**config.mk**
```make
export PLATFORM = sky130hd
export DESIGN_NAME = program_loader
export DESIGN_NICKNAME = d
export VERILOG_FILES = /design/src/rtl/program_loader.sv
export SDC_FILE = /design/constraint.sdc
export NUM_CORES = 1
export LEC_CHECK = 0
export ABC_AREA = 1
export BUFFER_PORTS_ARGS = -buffer_cell sky130_fd_sc_hd__buf_2
export CAP_MARGIN = 20
export CORE_MARGIN = 10
export CORE_UTILIZATION = 55
export CTS_CLUSTER_SIZE = 8
export DETAILED_ROUTE_END_ITERATION = 6
export PLACE_DENSITY_LB_ADDON = 0.15
export SYNTH_ARGS = -nofsm -noshare
export SYNTH_HDL_FRONTEND = slang
export SYNTH_SLANG_ARGS = --single-unit
```
**constraint.sdc**
```tcl
create_clock -name clk -period 1.95 [get_ports clk]
set_input_delay 0.2925 -clock clk [delete_from_list [all_inputs] [get_ports clk]]
set_output_delay 0.2925 -clock clk [all_outputs]
set_load 0.01 [all_outputs]
```
**src/rtl/program_loader.sv**
```systemverilog
// program_loader: boot-time loader that receives a byte stream
// (count N, N big-endian instruction words, XOR checksum), writes the words
// to instruction memory from address 0 and holds the CPU in reset until a
// checksum-valid image has been written.
//
// Ports:
//   clk, rst         clock, asynchronous active-low reset
//   start            begin a load (honoured in IDLE, DONE, ERROR)
//   in_data/valid    stream byte and its valid flag
//   in_ready         loader accepts a byte this cycle
//   mem_addr/data    instruction memory write address / word
//   mem_en_write     one-cycle write strobe
//   cpu_rst          active-high CPU reset
//   done, error      image verified / checksum mismatch
module program_loader #(
    parameter int unsigned INST_SIZE = 16,
    parameter int unsigned ADDR_SIZE = 8
) (
    input  logic                 clk,
    input  logic                 rst,
    input  logic                 start,
    input  logic [7:0]           in_data,
    input  logic                 in_valid,
    output logic                 in_ready,
    output logic [ADDR_SIZE-1:0] mem_addr,
    output logic [INST_SIZE-1:0] mem_data,
    output logic                 mem_en_write,
    output logic                 cpu_rst,
    output logic                 done,
    output logic                 error
);

    localparam int unsigned BYTES  = INST_SIZE / 8;
    localparam int unsigned BIDX_W = (BYTES > 1) ? $clog2(BYTES) : 1;

    localparam logic [2:0] S_IDLE  = 3'd0;
    localparam logic [2:0] S_COUNT = 3'd1;
    localparam logic [2:0] S_DATA  = 3'd2;
    localparam logic [2:0] S_CHECK = 3'd3;
    localparam logic [2:0] S_DONE  = 3'd4;
    localparam logic [2:0] S_ERROR = 3'd5;

    logic [2:0]           state_q, state_d;
    logic [7:0]           n_q, n_d;
    logic [7:0]           xor_q, xor_d;
    logic [ADDR_SIZE-1:0] addr_q, addr_d;
    logic [BIDX_W-1:0]    bidx_q, bidx_d;
    logic [INST_SIZE-1:0] asm_q, asm_d;
    logic                 in_ready_q, in_ready_d;
    logic [ADDR_SIZE-1:0] mem_addr_q, mem_addr_d;
    logic [INST_SIZE-1:0] mem_data_q, mem_data_d;
    logic                 we_q, we_d;
    logic                 cpu_rst_q, cpu_rst_d;
    logic                 done_q, done_d;
    logic                 error_q, error_d;

    logic                 accept_c;
    logic [INST_SIZE-1:0] word_c;
    logic                 last_byte_c;
    logic                 last_word_c;

    // State and output registers
    always_ff @(posedge clk or negedge rst) begin
        if (!rst) begin
            state_q    <= S_IDLE;
            n_q        <= '0;
            xor_q      <= '0;
            addr_q     <= '0;
            bidx_q     <= '0;
            asm_q      <= '0;
            in_ready_q <= 1'b0;
            mem_addr_q <= '0;
            mem_data_q <= '0;
            we_q       <= 1'b0;
            cpu_rst_q  <= 1'b1;
            done_q     <= 1'b0;
            error_q    <= 1'b0;
        end else begin
            state_q    <= state_d;
            n_q        <= n_d;
            xor_q      <= xor_d;
            addr_q     <= addr_d;
            bidx_q     <= bidx_d;
            asm_q      <= asm_d;
            in_ready_q <= in_ready_d;
            mem_addr_q <= mem_addr_d;
            mem_data_q <= mem_data_d;
            we_q       <= we_d;
            cpu_rst_q  <= cpu_rst_d;
            done_q     <= done_d;
            error_q    <= error_d;
        end
    end

    // Next-state and next-output logic
    always_comb begin
        state_d    = state_q;
        n_d        = n_q;
        xor_d      = xor_q;
        addr_d     = addr_q;
        bidx_d     = bidx_q;
        asm_d      = asm_q;
        mem_addr_d = mem_addr_q;
        mem_data_d = mem_data_q;
        we_d       = 1'b0;

        accept_c    = in_valid && in_ready_q;
        // Shift the incoming byte in below the bytes already collected (MSB first)
        word_c      = (asm_q << 8) | INST_SIZE'(in_data);
        last_byte_c = (bidx_q == BIDX_W'(BYTES - 1));
        last_word_c = ((addr_q + ADDR_SIZE'(1)) == ADDR_SIZE'(n_q));

        case (state_q)
            S_IDLE: begin
                if (start) state_d = S_COUNT;
            end
            S_COUNT: begin
                if (accept_c) begin
                    n_d    = in_data;
                    xor_d  = in_data;
                    addr_d = '0;
                    bidx_d = '0;
                    asm_d  = '0;
                    state_d = (in_data == 8'd0) ? S_CHECK : S_DATA;
                end
            end
            S_DATA: begin
                if (accept_c) begin
                    xor_d = xor_q ^ in_data;
                    asm_d = word_c;
                    if (last_byte_c) begin
                        mem_data_d = word_c;
                        mem_addr_d = addr_q;
                        we_d       = 1'b1;
                        addr_d     = addr_q + ADDR_SIZE'(1);
                        bidx_d     = '0;
                        if (last_word_c) state_d = S_CHECK;
                    end else begin
                        bidx_d = bidx_q + BIDX_W'(1);
                    end
                end
            end
            S_CHECK: begin
                if (accept_c) state_d = (in_data == xor_q) ? S_DONE : S_ERROR;
            end
            S_DONE, S_ERROR: begin
                if (start) state_d = S_COUNT;
            end
            default: state_d = S_IDLE;
        endcase

        // Status outputs are registered images of the next state
        in_ready_d = (state_d == S_COUNT) || (state_d == S_DATA) || (state_d == S_CHECK);
        cpu_rst_d  = (state_d != S_DONE);
        done_d     = (state_d == S_DONE);
        error_d    = (state_d == S_ERROR);
    end

    assign in_ready     = in_ready_q;
    assign mem_addr     = mem_addr_q;
    assign mem_data     = mem_data_q;
    assign mem_en_write = we_q;
    assign cpu_rst      = cpu_rst_q;
    assign done         = done_q;
    assign error        = error_q;

endmodule

```
==> metrics, run 1 <==
fin crit period 1.746 ns; Die ar. 8760 um^2; Worst slew margin 62.25%; Reg clk slew, reported paths 0.07 ns; commonest non-fill, non-tap cells in the layout nand2_1, dfrtp_1, o21ai_0, inv_1, buf_2; clk_skew 0.01092 ns; clock buffer depth 2; Critical Path AT 1.98 ns; ANT cells 0; latest clock arrival within the worst-skew pair 0.35 ns; critical path capture point type flip-flop; CP startpoint kind flip-flop; Fmax 0.5728 GHz; Root Buffer clkbuf_8; DIE WIDTH 93.60 um; starting DRC count in detailed routing 169; outcome completed; leak pwr 1.739 nW; Rows 26; Synth Register Bits 65; wire length per cell 14.52 um; DRT Pass-1 Iters 4; DIE HEIGHT 93.60 um; CP required 2.18 ns; Vias 2420; vias per cell 5.127; number of max-cap violations 0; Post-Syn Instances 347; worst-path fanout max 17; syn_area_per_cell 8.585 um^2; Final nets 410; total I/O pin count 41; Max H-tree Level 3; GRT Resource Usage Total 17.07%; initial antenna violation count 0; Power Dens Cells 1539 nW/um^2; Hold Vio Cnt, Final 0; crit share post-route 89.53%; Final setup viols 0; largest net degree at the start of global routing 25; Antenna Nets Post-Route 0; CTS sink cnt 65; most common cell after layout, fill and taps aside nand2_1; VDD IR max 0.8639 mV; core box area 5172 um^2; post-synth cell types 30; CTS tree done; RePlAce Congestion 0.8367; Setup Buffers After CTS 0; Synth warnings 0; Worst-Margin Slew 0.5662 ns; cell area after layout 3510 um^2; PostCTS Resize Cnt 0; unrepaired setup endpoints after global routing no; share of layout cells above drive strength 1 19.65%; final setup TNS 0 ns; worst min path class in -> reg; first-pass GRT wire length 11810 um; Area Overhead vs Synth 17.81%; CTS hold repair buffers 1; DRC Markers 0; post-detail-place hpwl 5021 um; Pins Over Slew Limit 0; Post-Syn Area 2979 um^2; DRT Wirelength 6852 um; I/O Buffers 40; vias in the first global route 2466; post-synthesis sequential area ratio 54.64%; post-synth net total 360; TritonCTS buffer count 9; Crit Path Class reg -> reg; initial core utilization 57.60%; Cell Area, Placed 3303 um^2; grt ovf 0
kinds of logic (layout without fill, tap and decap cells):
family	count (synthesis)	in the layout	share of synthesized area, %
and+or+nand+nor	148	148	21.71
AOI/OAI and AO/OA	69	69	13.40
DFF	65	65	54.64
buffers and inverters	55	110	7.182
xor gates and xnor gates	9	9	2.646
adders and majority gates	1	1	0.4199
cells in the mapped netlist, drive strengths merged:
library cell	instances	area (um^2)
a21boi	1	7.510
a21oi	3	26.28
a31oi	2	12.51
buf	4	22.52
clkbuf	5	18.77
dfrtp	64	1602
dfstp	1	26.28
ha	1	12.51
inv	46	172.7
nand2	94	362.8
nand3	21	115.1
nand3b	1	7.510
nand4	3	18.77
nor2	28	137.6
nor3	1	5.000
o211ai	6	45.04
o21a	6	45.04
o21ai	46	230.2
o21bai	1	7.510
o22ai	4	25.02
xnor2	7	61.31
xor2	2	17.52
where the power goes:
group          internal (mW)  switching [mW]
clock                  0.628           0.519
combinational          0.766            1.20
sequential              1.93           0.352
stage by stage:
stage | cells | hold slack (ns) | utilization [%] | power [mW] | setup slack [ns]
global placement | 455 | 0.3173 | 63.86 | 4.187 | 0.3022
floorplan | 347 | -0.003091 | - | 3.602 | 0.4288
global route | 472 | 0.2415 | 67.85 | 5.853 | 0.09062
detailed placement | 455 | 0.3220 | 63.86 | 4.280 | 0.2534
CTS | 472 | 0.2159 | 67.85 | 5.433 | 0.2264
finish | 472 | 0.2231 | 67.85 | 5.400 | 0.2041
routing by layer:
metal / routed length (um) / GRT usage (%)
met1: 3098 / 21.46
met2: 3162 / 26.45
met3: 482 / 5.675
met4: 108 / 6.962
met5: 0 / 0
final timing paths:
check,endpoint,cells past startpoint,from,slack [ns]
worst max-delay path,asm_q[3],7,state_q[0],0.20
worst min-delay path,asm_q[4],3,in_data[4],0.22
max in group asynchronous,addr_q[3],3,rst,0.94
worst min register to register,mem_addr[3],2,mem_addr[3],0.48
worst max register to register,asm_q[3],7,state_q[0],0.20
min in group asynchronous,xor_q[2],2,rst,0.47
registers in the layout (all words and copies together) (netlist names):
register / flops
bidx_q: 1
state_q: 3
mem_addr: 8
xor_q: 8
in_ready: 1
cpu_rst: 1
mem_data: 16
error: 1
done: 1
asm_q: 8
n_q: 8
mem_en_write: 1
addr_q: 8
critical path, stage by stage (launching register included):
cell     delay [ns]
dfrtp_1        0.38
inv_1          0.08
nand2_1        0.08
nor2_4         0.18
inv_2          0.18
a21oi_4        0.41
buf_4          0.24
o21ai_0        0.09
area by class of cell:
class | count | area [um^2]
clock buffer | 12 | 145.1
clock inverter | 4 | 51.30
fill | 433 | 1663
inverter | 46 | 172.7
multi-input combinational | 227 | 1137
sequential | 65 | 1628
tap | 70 | 87.58
timing repair buffer | 48 | 287.8
No activity file was read; power rests on OpenSTA's default activity.
==> inputs of run 2 (changes only) <==
--- a/config.mk
+++ b/config.mk
@@ -7,12 +7,13 @@
 export LEC_CHECK = 0
 export ABC_AREA = 1
 export BUFFER_PORTS_ARGS = -buffer_cell sky130_fd_sc_hd__buf_2
-export CAP_MARGIN = 20
+export CAP_MARGIN = 5
 export CORE_MARGIN = 10
 export CORE_UTILIZATION = 55
 export CTS_CLUSTER_SIZE = 8
 export DETAILED_ROUTE_END_ITERATION = 6
 export PLACE_DENSITY_LB_ADDON = 0.15
+export SETUP_SLACK_MARGIN = 0.4
 export SYNTH_ARGS = -nofsm -noshare
 export SYNTH_HDL_FRONTEND = slang
 export SYNTH_SLANG_ARGS = --single-unit
==> run 2 against run 1 <==
  * Clock power hardly changed
  * Final cell count is 2.5% higher
  * Register-to-register slack better by 0.13 ns
  * Largest power group unchanged
  * Sequential power hardly changed
  * Die area stayed put
==> metrics, run 2 (synthesis gave the netlist of run 1 again) <==
outcome completed; CTS sink cnt 65 (unchanged); Area Overhead vs Synth 23.60%; first-pass GRT wire length 11950 um (+1.2%); dpl cells 455 (unchanged); # fillers 408 (-5.8%); ANT cells 0 (unchanged); initial core utilization 57.60% (unchanged); most common cell after layout, fill and taps aside nand2_1; leak pwr 1.813 nW (+4.2%); vias per cell 5.188 (+1.2%); DIE WIDTH 93.60 um (unchanged); Hold Vio Cnt, Final 0 (unchanged); DRT Pass-1 Iters 5 (+1); CP startpoint kind flip-flop; number of max-cap violations 0 (unchanged); Die ar. 8760 um^2 (unchanged); Final setup viols 0 (unchanged); VDD IR max 0.9029 mV (+4.5%); DIE HEIGHT 93.60 um (unchanged); unrepaired setup endpoints after global routing yes; Largest register FFs 16 (unchanged); Antenna Nets Post-Route 0 (unchanged); clock buffer depth 2 (unchanged); RePlAce Congestion 0.8367 (unchanged); Worst-Margin Slew 0.5573 ns (-0.008901 ns); Critical Path AT 1.84 ns (-0.14 ns); Crit Path Class reg -> reg; DRC Markers 0 (unchanged); critical path capture point type flip-flop; Worst slew margin 62.84% (+0.59 points); clk_skew 0.009804 ns (-0.001115 ns); final setup TNS 0 ns (unchanged); Max H-tree Level 3 (unchanged); worst-path fanout max 3 (-14); Pins Over Slew Limit 0 (unchanged); core box area 5172 um^2 (unchanged); Fmax 0.6202 GHz (+8.3%); latest clock arrival within the worst-skew pair 0.35 ns (about the same); Reg clk slew, reported paths 0.07 ns (about the same); Final nets 422 (+2.9%); Finished Core Util 71.19% (+3.3 points); vias in the first global route 2500 (+1.4%); I/O Buffers 40 (unchanged); cell area after layout 3682 um^2 (+4.9%); DRT Wirelength 7232 um (+5.5%); largest net degree at the start of global routing 25 (unchanged); Layout Cells excl Fill 484 (+2.5%); Vias 2511 (+3.8%); commonest non-fill, non-tap cells in the layout nand2_1, dfrtp_1, o21ai_0, inv_1, buf_2; CTS tree done; starting DRC count in detailed routing 129 (-24%); TritonCTS buffer count 9 (unchanged); Root Buffer clkbuf_8; initial antenna violation count 0 (unchanged); Cell Area, Placed 3303 um^2 (unchanged); worst min path class in -> reg; crit share post-route 82.69% (-6.8 points); GRT Resource Usage Total 17.29% (+0.22 points); total power 5.600 mW (+3.7%); Power Dens Cells 1521 nW/um^2 (-1.2%); fin crit period 1.612 ns (-0.1334 ns); total I/O pin count 41 (unchanged); CP required 2.18 ns (about the same); share of layout cells above drive strength 1 25.36% (+5.7 points); grt ovf 0 (unchanged); Rows 26 (unchanged); wire length per cell 14.94 um (+2.9%); post-detail-place hpwl 5021 um (unchanged)
==> run 2: through the flow <==
step                      setup slack (ns)  hold slack, ns
final                               0.3375          0.2217
after detailed placement            0.2534          0.3220
after CTS                           0.3674          0.2159
after global placement              0.3022          0.3173
after global routing                0.2327          0.2415
after floorplan                     0.4288       -0.003091
==> run 2: final timing paths <==
check,start,to,slack (ns),cells past startpoint
min in group asynchronous,rst,mem_data[7],0.47,2
setup reg to reg,addr_q[1],done,0.34,9
hold reg to reg,mem_data[12],mem_data[12],0.48,2
setup / recovery,addr_q[1],done,0.34,9
max in group asynchronous,rst,addr_q[3],0.95,3
hold / removal,in_data[4],asm_q[4],0.22,3
==> run 2: per-layer routing <==
layer  track usage (%)  wire [um]  vias to the layer above
met5                 0          0                        -
met4             7.089        115                        0
met3             5.596        527                       14
met2             26.86       3454                       73
li1                  -          -                     1249
met1             21.76       3133                     1175
==> run 2: report_power, final <==
group          internal (mW)  total [mW]  leakage (nW)  switching, mW
Clock                  0.628        1.14        0.0970          0.515
Sequential              1.93        2.29         0.824          0.353
Combinational          0.875        2.17         0.891           1.29
==> run 2: worst max-delay path, stage by stage, from the launching register on <==
cell     delay (ns)
dfrtp_1        0.39
ha_2           0.34
xnor2_1        0.12
nand2_1        0.07
nor2_1         0.10
nand3_1        0.09
nor2_2         0.10
nand3_2        0.11
nand2_2        0.12
nor2_4         0.04
==> run 2: repair_timing <==
action	CTS	global route
hold endpoints to repair	19	0
setup buffers	5	7
pin swaps	4	5
hold buffers	1	0
setup endpoints to repair	29	32
resized for setup	2	22
==> run 2: cell type report <==
class | instances | area (um^2) | share of cell area [%]
tap | 70 | 87.58 | 2.379
clock buffer | 12 | 145.1 | 3.942
multi-input combinational | 227 | 1189 | 32.28
inverter | 46 | 178.9 | 4.859
timing repair buffer | 60 | 402.9 | 10.94
sequential | 65 | 1628 | 44.21
clock inverter | 4 | 51.30 | 1.393
